File: config.mk
export PLATFORM = sky130hd
export DESIGN_NAME = ws2812_feeder
export DESIGN_NICKNAME = d
export VERILOG_FILES = /design/src/rtl/ws2812_feeder.sv
export SDC_FILE = /design/constraint.sdc
export NUM_CORES = 1
export LEC_CHECK = 0
export CORE_ASPECT_RATIO = 0.6
export CORE_MARGIN = 1.5
export CORE_UTILIZATION = 43
export CTS_CLUSTER_DIAMETER = 50
export CTS_CLUSTER_SIZE = 24
export DETAILED_ROUTE_END_ITERATION = 12
export GPL_TIMING_DRIVEN = 0
export PLACE_DENSITY_LB_ADDON = 0.08
export SYNTH_ARGS = -nofsm -noshare
export SYNTH_HDL_FRONTEND = slang
export SYNTH_SLANG_ARGS = --single-unit
File: constraint.sdc
create_clock -name clk -period 5.9 [get_ports clk]
set_clock_uncertainty 0.1 [all_clocks]
set_input_delay 1.475 -clock clk [delete_from_list [all_inputs] [get_ports clk]]
set_output_delay 1.475 -clock clk [all_outputs]
set_load 0.03 [all_outputs]
File: src/rtl/ws2812_feeder.sv
// WS2812 frame feeder: holds an RGB frame in a local RAM and streams brightness-scaled GRB
// words into one PIO TX FIFO, then idles for the latch gap before signalling done.
module ws2812_feeder #(
  parameter int unsigned NPIX         = 16,
  parameter int unsigned ADDR_W       = 4,
  parameter int unsigned LATCH_CYCLES = 1500,
  parameter int unsigned SM           = 0
) (
  input  logic              clk,
  input  logic              n_reset,
  input  logic              wr_en,
  input  logic [ADDR_W-1:0] wr_addr,
  input  logic [23:0]       wr_data,
  input  logic [7:0]        brightness,
  input  logic              start,
  input  logic [3:0]        full,
  output logic [3:0]        action,
  output logic [31:0]       din,
  output logic [1:0]        mindex,
  output logic              busy,
  output logic              done
);

  localparam int unsigned CntW = $clog2(LATCH_CYCLES + 1);

  typedef enum logic [2:0] {
    StIdle, StFetch, StScale, StWait, StBubble, StLatch, StDone
  } state_e;

  state_e            state_q, state_d;
  logic [ADDR_W-1:0] pix_q, pix_d;
  logic [7:0]        bright_q, bright_d;
  logic [31:0]       word_q, word_d;
  logic [31:0]       din_q, din_d;
  logic [3:0]        action_q, action_d;
  logic [CntW-1:0]   cnt_q, cnt_d;
  logic [23:0]       rd_q;
  logic [8:0]        mult;
  logic              wr_ok;
  logic              unused_full;

  logic [23:0] mem [NPIX];

  // Drop writes beyond the frame when the address space is larger than NPIX.
  if (NPIX < (1 << ADDR_W)) begin : g_wr_guard
    assign wr_ok = wr_en && (wr_addr < ADDR_W'(NPIX));
  end else begin : g_wr_all
    assign wr_ok = wr_en;
  end

  // Read-before-write: a same-cycle write to the fetched pixel is not seen by that fetch.
  always_ff @(posedge clk) begin
    if (wr_ok) begin
      mem[wr_addr] <= wr_data;
    end
    if (state_q == StFetch) begin
      rd_q <= mem[pix_q];
    end
  end

  assign mult = {1'b0, bright_q} + 9'd1;

  function automatic logic [7:0] scale_ch(input logic [7:0] c, input logic [8:0] m);
    logic [15:0] p;
    p = 16'(c) * 16'(m);
    return p[15:8];
  endfunction

  always_comb begin
    state_d  = state_q;
    pix_d    = pix_q;
    bright_d = bright_q;
    word_d   = word_q;
    din_d    = din_q;
    action_d = 4'd0;
    cnt_d    = cnt_q;
    unique case (state_q)
      StIdle: begin
        if (start) begin
          bright_d = brightness;
          pix_d    = '0;
          state_d  = StFetch;
        end
      end
      StFetch: state_d = StScale;
      StScale: begin
        word_d  = {scale_ch(rd_q[15:8], mult), scale_ch(rd_q[23:16], mult),
                   scale_ch(rd_q[7:0], mult), 8'h00};
        state_d = StWait;
      end
      StWait: begin
        if (!full[SM]) begin
          action_d = 4'd4;
          din_d    = word_q;
          state_d  = StBubble;
        end
      end
      StBubble: begin
        if (pix_q == ADDR_W'(NPIX - 1)) begin
          cnt_d   = '0;
          state_d = StLatch;
        end else begin
          pix_d   = pix_q + 1'b1;
          state_d = StFetch;
        end
      end
      StLatch: begin
        if (cnt_q == CntW'(LATCH_CYCLES - 1)) begin
          state_d = StDone;
        end else begin
          cnt_d = cnt_q + 1'b1;
        end
      end
      StDone:  state_d = StIdle;
      default: state_d = StIdle;
    endcase
  end

  always_ff @(posedge clk or negedge n_reset) begin
    if (!n_reset) begin
      state_q  <= StIdle;
      pix_q    <= '0;
      bright_q <= '0;
      word_q   <= '0;
      din_q    <= '0;
      action_q <= '0;
      cnt_q    <= '0;
    end else begin
      state_q  <= state_d;
      pix_q    <= pix_d;
      bright_q <= bright_d;
      word_q   <= word_d;
      din_q    <= din_d;
      action_q <= action_d;
      cnt_q    <= cnt_d;
    end
  end

  assign unused_full = ^full;

  assign action = action_q;
  assign din    = din_q;
  assign mindex = 2'(SM);
  assign busy   = (state_q != StIdle) && (state_q != StDone);
  assign done   = (state_q == StDone);

endmodule
==> flow_summary.json, run 1 <==
{
  "outcome": "finished, final reports clean",
  "required_ps": 6180,
  "worst_path_dominant_cell_family": "adder cells",
  "drt_pass1_iterations": 5,
  "wl_per_cell_um": 23.3,
  "slew_viol_final": 0,
  "ctsHoldBuffers": 0,
  "place_hpwl_um": 45000,
  "instances_no_fill": 2701,
  "hold_viol": 0,
  "yosys.area_share.simple": 0.0861,
  "clk_path_buf_depth": 3,
  "worst_setup_path_start_kind": "flop",
  "drive_gt1_frac": 0.146,
  "path_buf_inv": 4,
  "fmax_mhz": 177,
  "synth_area_um2": 24900,
  "io_pins": 84,
  "synth_compound_area_frac": 0.0477,
  "dp_cells": 2624,
  "grt.overflow.total": 0,
  "cts_max_level": 2,
  "cts_num_sinks": 483,
  "grt_max_degree": 55,
  "synth_fa_ha_area_frac": 0.146,
  "num_vias": 14439,
  "muxShareOfSynthArea": 0.0979,
  "clk_pin_slew_worst_paths_ps": 80,
  "critPathArrivalTime_ps": 5930,
  "synth-xor-area-share": 0.0169,
  "final_common_cell": "edfxtp_1",
  "synth_warnings": 0,
  "synthTopCellsByArea": "edfxtp_1 (49%), fa_1 (9.7%), dfrtp_1 (7.5%)",
  "hold_class": "reg2reg",
  "cts_made_buffers": 35,
  "min_period_ps": 5640,
  "max_stage_delay_ps": 550,
  "areaGrowthSynthToFinish_pct": 15.1,
  "synth_top_family_by_area": "adder cells",
  "cp_cell_sequence": "nand3_1, nor2_2, xor2_2, clkbuf_8, nand2_1, fa_1, fa_1, inv_1, fa_1, inv_1, fa_1, inv_1, ha_1, and2_1, a221o_1, a31oi_4, a21oi_1, a21oi_2, xor2_2, o21ai_0",
  "die_w_um": 314,
  "synth_top_area_share": 0.492,
  "track_usage": 0.219,
  "drc": 0,
  "fp.dieH_um": 189,
  "post-route-period-util": 0.957,
  "async_reset_ff_frac": 0.155,
  "crit_fanout": 10,
  "antenna_found_initial": 0,
  "synth_enable_flop_cells": 408,
  "post-place-ws_ps": -743,
  "setup_viol": 0,
  "fill_cells": 4976,
  "synth_seq_cells": 483,
  "viasPerCell": 5.35,
  "fin_nets": 2166,
  "worstMarginPinSlew_ps": 1120,
  "critPathCaptureType": "flop",
  "cts_tree": "done",
  "slew_headroom": 0.249,
  "synth-main-ff-cell": "edfxtp_1",
  "core_um2": 57300,
  "multi_input_area_um2": 10100,
  "worstSetupPathType": "reg2reg",
  "synth_top_area_cell": "edfxtp_1",
  "wirelength_um": 62900,
  "seqCellArea_um2": 14100,
  "drv_cap": 0,
  "antenna_left": 0,
  "finalWorstSetupSlack_ps": 256,
  "final_cell_mix": "edfxtp_1 (408), and2_1 (155), inv_1 (145), nand2_1 (134), fa_1 (120)",
  "start_util": 0.434,
  "first_global_vias": 14986,
  "port_buffers": 67,
  "num_rows": 68,
  "dieArea_um2": 59400,
  "cp_slowest_cell": "fa_1",
  "drt_iter0_drc": 1336,
  "seq_area_frac_synth": 0.568,
  "grt_pass1_wl_um": 95900,
  "gp_congestion": 0.825,
  "synthCells": 1753,
  "clock-root-buffer": "clkbuf_16",
  "yosysUniqueCellTypes": 51,
  "syn_avg_cell_area_um2": 14.2,
  "cp_common_cell": "fa_1",
  "clk_latency_ps": 570
}
-- worst paths after layout --
kind	start	to	slack, ps	cells past startpoint
worst min-delay path	word_q[31]	word_q[31]	380	2
min in group asynchronous	n_reset	din[8]	710	1
worst min register to register	word_q[31]	word_q[31]	380	2
max in group asynchronous	n_reset	state_q[0]	4400	2
worst max-delay path	bright_q[3]	word_q[13]	260	20
worst max register to register	bright_q[3]	word_q[13]	260	20
-- metrics by stage --
step / hold WS, ps / utilization / area, um2 / TNS, ps
2_1_floorplan: 343 / - / 24900 / 0
3_3_place_gp: 369 / 0.463 / 26600 / -66790
3_5_place_dp: 371 / 0.472 / 27100 / -6490
4_1_cts: 387 / 0.497 / 28500 / 0
5_1_grt: 408 / 0.499 / 28600 / -7.41
6_report: 379 / 0.499 / 28600 / 0
-- flip-flops by register name, indices dropped and copies added (netlist names) --
| signal | cells |
|---|---|
| din | 24 |
| rd_q | 24 |
| action | 1 |
| pix_q | 4 |
| state_q | 3 |
| word_q | 24 |
| mem | 384 |
| bright_q | 8 |
| cnt_q | 11 |
-- area by class of cell --
cell class | count | share of cell area
sequential | 483 | 0.494
clock buffer | 40 | 0.0325
buffer | 82 | 0.0157
multi-input combinational | 1055 | 0.354
timing repair buffer | 101 | 0.0406
antenna | 2 | 0.000175
tap | 770 | 0.0336
inverter | 145 | 0.0190
clock inverter | 23 | 0.0107
-- Yosys cell counts, types with 3 or more instances --
| library cell | count |
|---|---|
| o21ai_2 | 3 |
| a21oi_1 | 43 |
| nor2b_1 | 23 |
| mux4_2 | 48 |
| nor3_1 | 11 |
| a22oi_1 | 24 |
| nor2_1 | 36 |
| mux2_2 | 44 |
| inv_1 | 145 |
| xor2_1 | 22 |
| and3_1 | 6 |
| fa_1 | 120 |
| ha_1 | 99 |
| edfxtp_1 | 408 |
| clkbuf_1 | 51 |
| buf_2 | 16 |
| buf_4 | 15 |
| o21bai_1 | 4 |
| and2_1 | 155 |
| mux2i_1 | 86 |
| a221oi_1 | 24 |
| nand3_1 | 18 |
| or3_1 | 5 |
| a21o_1 | 10 |
| xnor2_1 | 26 |
| dfrtp_1 | 75 |
| o21ai_0 | 63 |
| nand2b_1 | 9 |
| nand2_1 | 134 |
-- cells by family after synthesis --
| logic type | Yosys count |
|---|---|
| flops | 483 |
| simple gates | 412 |
| buf+inv | 227 |
| fa+ha+maj | 219 |
| compound gates | 185 |
| mux | 178 |
| xor+xnor | 48 |
| other cells | 1 |
-- per-layer routing --
layer  track usage  part of all wire  up-vias
li1              -                 -     6526
met1         0.363              0.52     7496
met2         0.304              0.40      367
met3        0.0366             0.064       50
met4        0.0303             0.010        0
met5             0                 0        -
-- repair_timing --
action,CTS,global route
endpoints found under the setup margin,21,11
setup buffers,3,9
pin swaps,1,6
cloned,0,0
gates resized for setup,40,27
-- tightest hold or removal path, delay by kind of cell, from the launching register on --
| family | cells | cell delay, ps |
|---|---|---|
| AOI/OAI and AO/OA | 1 | 50 |
| DFF | 1 | 340 |
| and+or+nand+nor | 1 | 60 |
Power of run 1 is left out: the tool's default activity adds up to more than one toggle a clock period on the data nets, which glitch-free logic cannot reach.
==> run 2: changes to the inputs <==
TNS_END_PERCENT = 30   (was default)
==> results of run 2 <==
No change in the layout: final DEF, timing and power equal those of run 1.
Power of run 2 is left out for the same reason.
==> RTL edit (flow settings as in run 2) <==
The 7 states of `state_e` get a one-hot encoding in 7 bits.
--- a/src/rtl/ws2812_feeder.sv
+++ b/src/rtl/ws2812_feeder.sv
@@ -23,8 +23,8 @@
 
   localparam int unsigned CntW = $clog2(LATCH_CYCLES + 1);
 
-  typedef enum logic [2:0] {
-    StIdle, StFetch, StScale, StWait, StBubble, StLatch, StDone
+  typedef enum logic [6:0] {
+    StIdle = 7'b0000001, StFetch = 7'b0000010, StScale = 7'b0000100, StWait = 7'b0001000, StBubble = 7'b0010000, StLatch = 7'b0100000, StDone = 7'b1000000
   } state_e;
 
   state_e            state_q, state_d;
Behaviour: same outputs for any inputs over 4 cycles, from zero or initial values and one cycle with n_reset low; so few cycles prove little.
==> RTL edit against run 2 <==
Sequential share of layout area is 0.15 points lower; synthesized area is 1.3% higher; worst setup slack better by 0.013 ns; worst hold slack gained 0.0046 ns; routed wire length fell by 0.43%; cell area up 1.0%; sequential cell count grew 4; fmax is 0.22% higher; final cell count rose by 0.63%; critical path type unchanged.
Power is not shown: default switching activity piles up to over one toggle a cycle in this logic, so the estimate is an artifact.
==> RTL edit: results (changes against run 2) <==
* Outcome: finished, final reports clean (unchanged)
* Wire per inst at 23.06 um (was 23.30 um)
* Non-clock buffering overhead at 0.05333 (was 0.05624)
* Reg area at 14230 um2 (was 14130 um2)
* Routed wl met3 at 4000 um (was 4017 um)
* Post-CTS Setup Repair Bufs at 1 (was 3)
* Comb_multi_in at 1065 (was 1055)
* Adder-Cell Fraction of Synth Area at 0.1444 (was 0.1463)
* Pre-CTS setup slack at -0.6969 ns (was -0.7427 ns)
* Largest net degree at the start of global routing at 62 (was 55)
* Worst r2r src: bright_q[2] (was bright_q[3])
* Final WL at 62670 um (was 62940 um)
* Area grow syn2layout at 14.70% (was 15.05%)
* Synthesized area per cell at 14.22 um2 (was 14.20 um2)
* Yosys cell types at 68 (was 51)
* R2R cell count at 17 (was 20)
* Placed inst area at 27420 um2 (was 27080 um2)
* Wl on met1 at 32460 um (was 32910 um)
* Mux contribution to synthesized area at 0.09779 (was 0.09793)
* GP Congestion at 0.8032 (was 0.8252)
* Met2 WL at 25380 um (was 25350 um)
* Cts repair resizes at 26 (was 40)
* Critical Path Max Stage Delay at 0.51 ns (was 0.55 ns)
* Met3 layer usage reported by global route at 0.03763 (was 0.03658)
* Vias at 14639 (was 14439)
* Number of diodes at 0 (was 2)
* Synth Area in Compound Gates at 0.05383 (was 0.04766)
* Synth Area in XOR/XNOR at 0.01632 (was 0.01689)
* Clock buffers at 38 (was 40)
* Number of non-clock inverters at 152 (was 145)
* Area of the multi-input gates at 10350 um2 (was 10140 um2)
* Measured slew at the worst slew-check pin at 1.282 ns (was 1.125 ns)
* Signal buffers at 179 (was 183)
* Met2 usage at 0.3003 (was 0.3040)
* Nets@finish at 2185 (was 2166)
* Total CTS buffers at 37 (was 35)
* Layout clock area frac at 0.04364 (was 0.04322)
* Synth cell count leaders: edfxtp_1, inv_1, and2_1 (was edfxtp_1, and2_1, inv_1)
* Final-layout fill cell count at 4926 (was 4976)
* Fraction of registers with async set/reset at 0.1622 (was 0.1553)
* GRT Total Usage at 0.2169 (was 0.2192)
* Global-route wire length before repair at 95960 um (was 95940 um)
* Fmax at 0.1776 GHz (was 0.1772 GHz)
* Worst Path Arrival at 5.97 ns (was 5.93 ns)
* Sequential cell area fraction in the yosys report at 0.5642 (was 0.5677)
* Fraction of layout cells with a size suffix above 1 at 0.1499 (was 0.1462)
* Placed cell count at 2647 (was 2624)
* Global Route met1 Usage at 0.3547 (was 0.3626)
* Critical path destination: word_q[31] (was word_q[13])
* Multi-input gate share of the layout cell area at 0.3579 (was 0.3541)
* Yosys reg bits at 487 (was 483)
* Leading post-synthesis cells by cell area: edfxtp_1, fa_1, dfrtp_1 (unchanged)
* 1st-iter DRT viols at 1185 (was 1336)
-- RTL edit: cell count changes after synthesis, sizes merged, moves of 4 or more --
cell	before	now
nand2	134	104
xor2	22	16
xnor2	26	31
nand2b	9	13
and2	155	134
mux2	44	59
mux2i	86	72
inv	145	152
nor3	11	16
o21a	1	5
nor2b	23	39
o21ai	67	77
a21o	10	5
o31ai	0	7
-- RTL edit: worst min path at each step --
stage | start | end | slack [ns]
after floorplan | word_q[29] | word_q[29] | 0.34
final | word_q[29] | word_q[29] | 0.38
after CTS | word_q[23] | word_q[23] | 0.39
after detailed placement | word_q[23] | word_q[23] | 0.37
after global routing | word_q[29] | word_q[29] | 0.41
after global placement | word_q[11] | word_q[11] | 0.37
-- RTL edit: worst max-delay path, delay by kind of cell, from the launching register on --
family	cells	cell delay, ns
adders and majority gates	5	2.19
and+or+nand+nor	3	0.64
AOI/OAI and AO/OA	5	1.45
xor gates and xnor gates	1	0.25
DFF	1	0.48
buffers and inverters	3	0.40
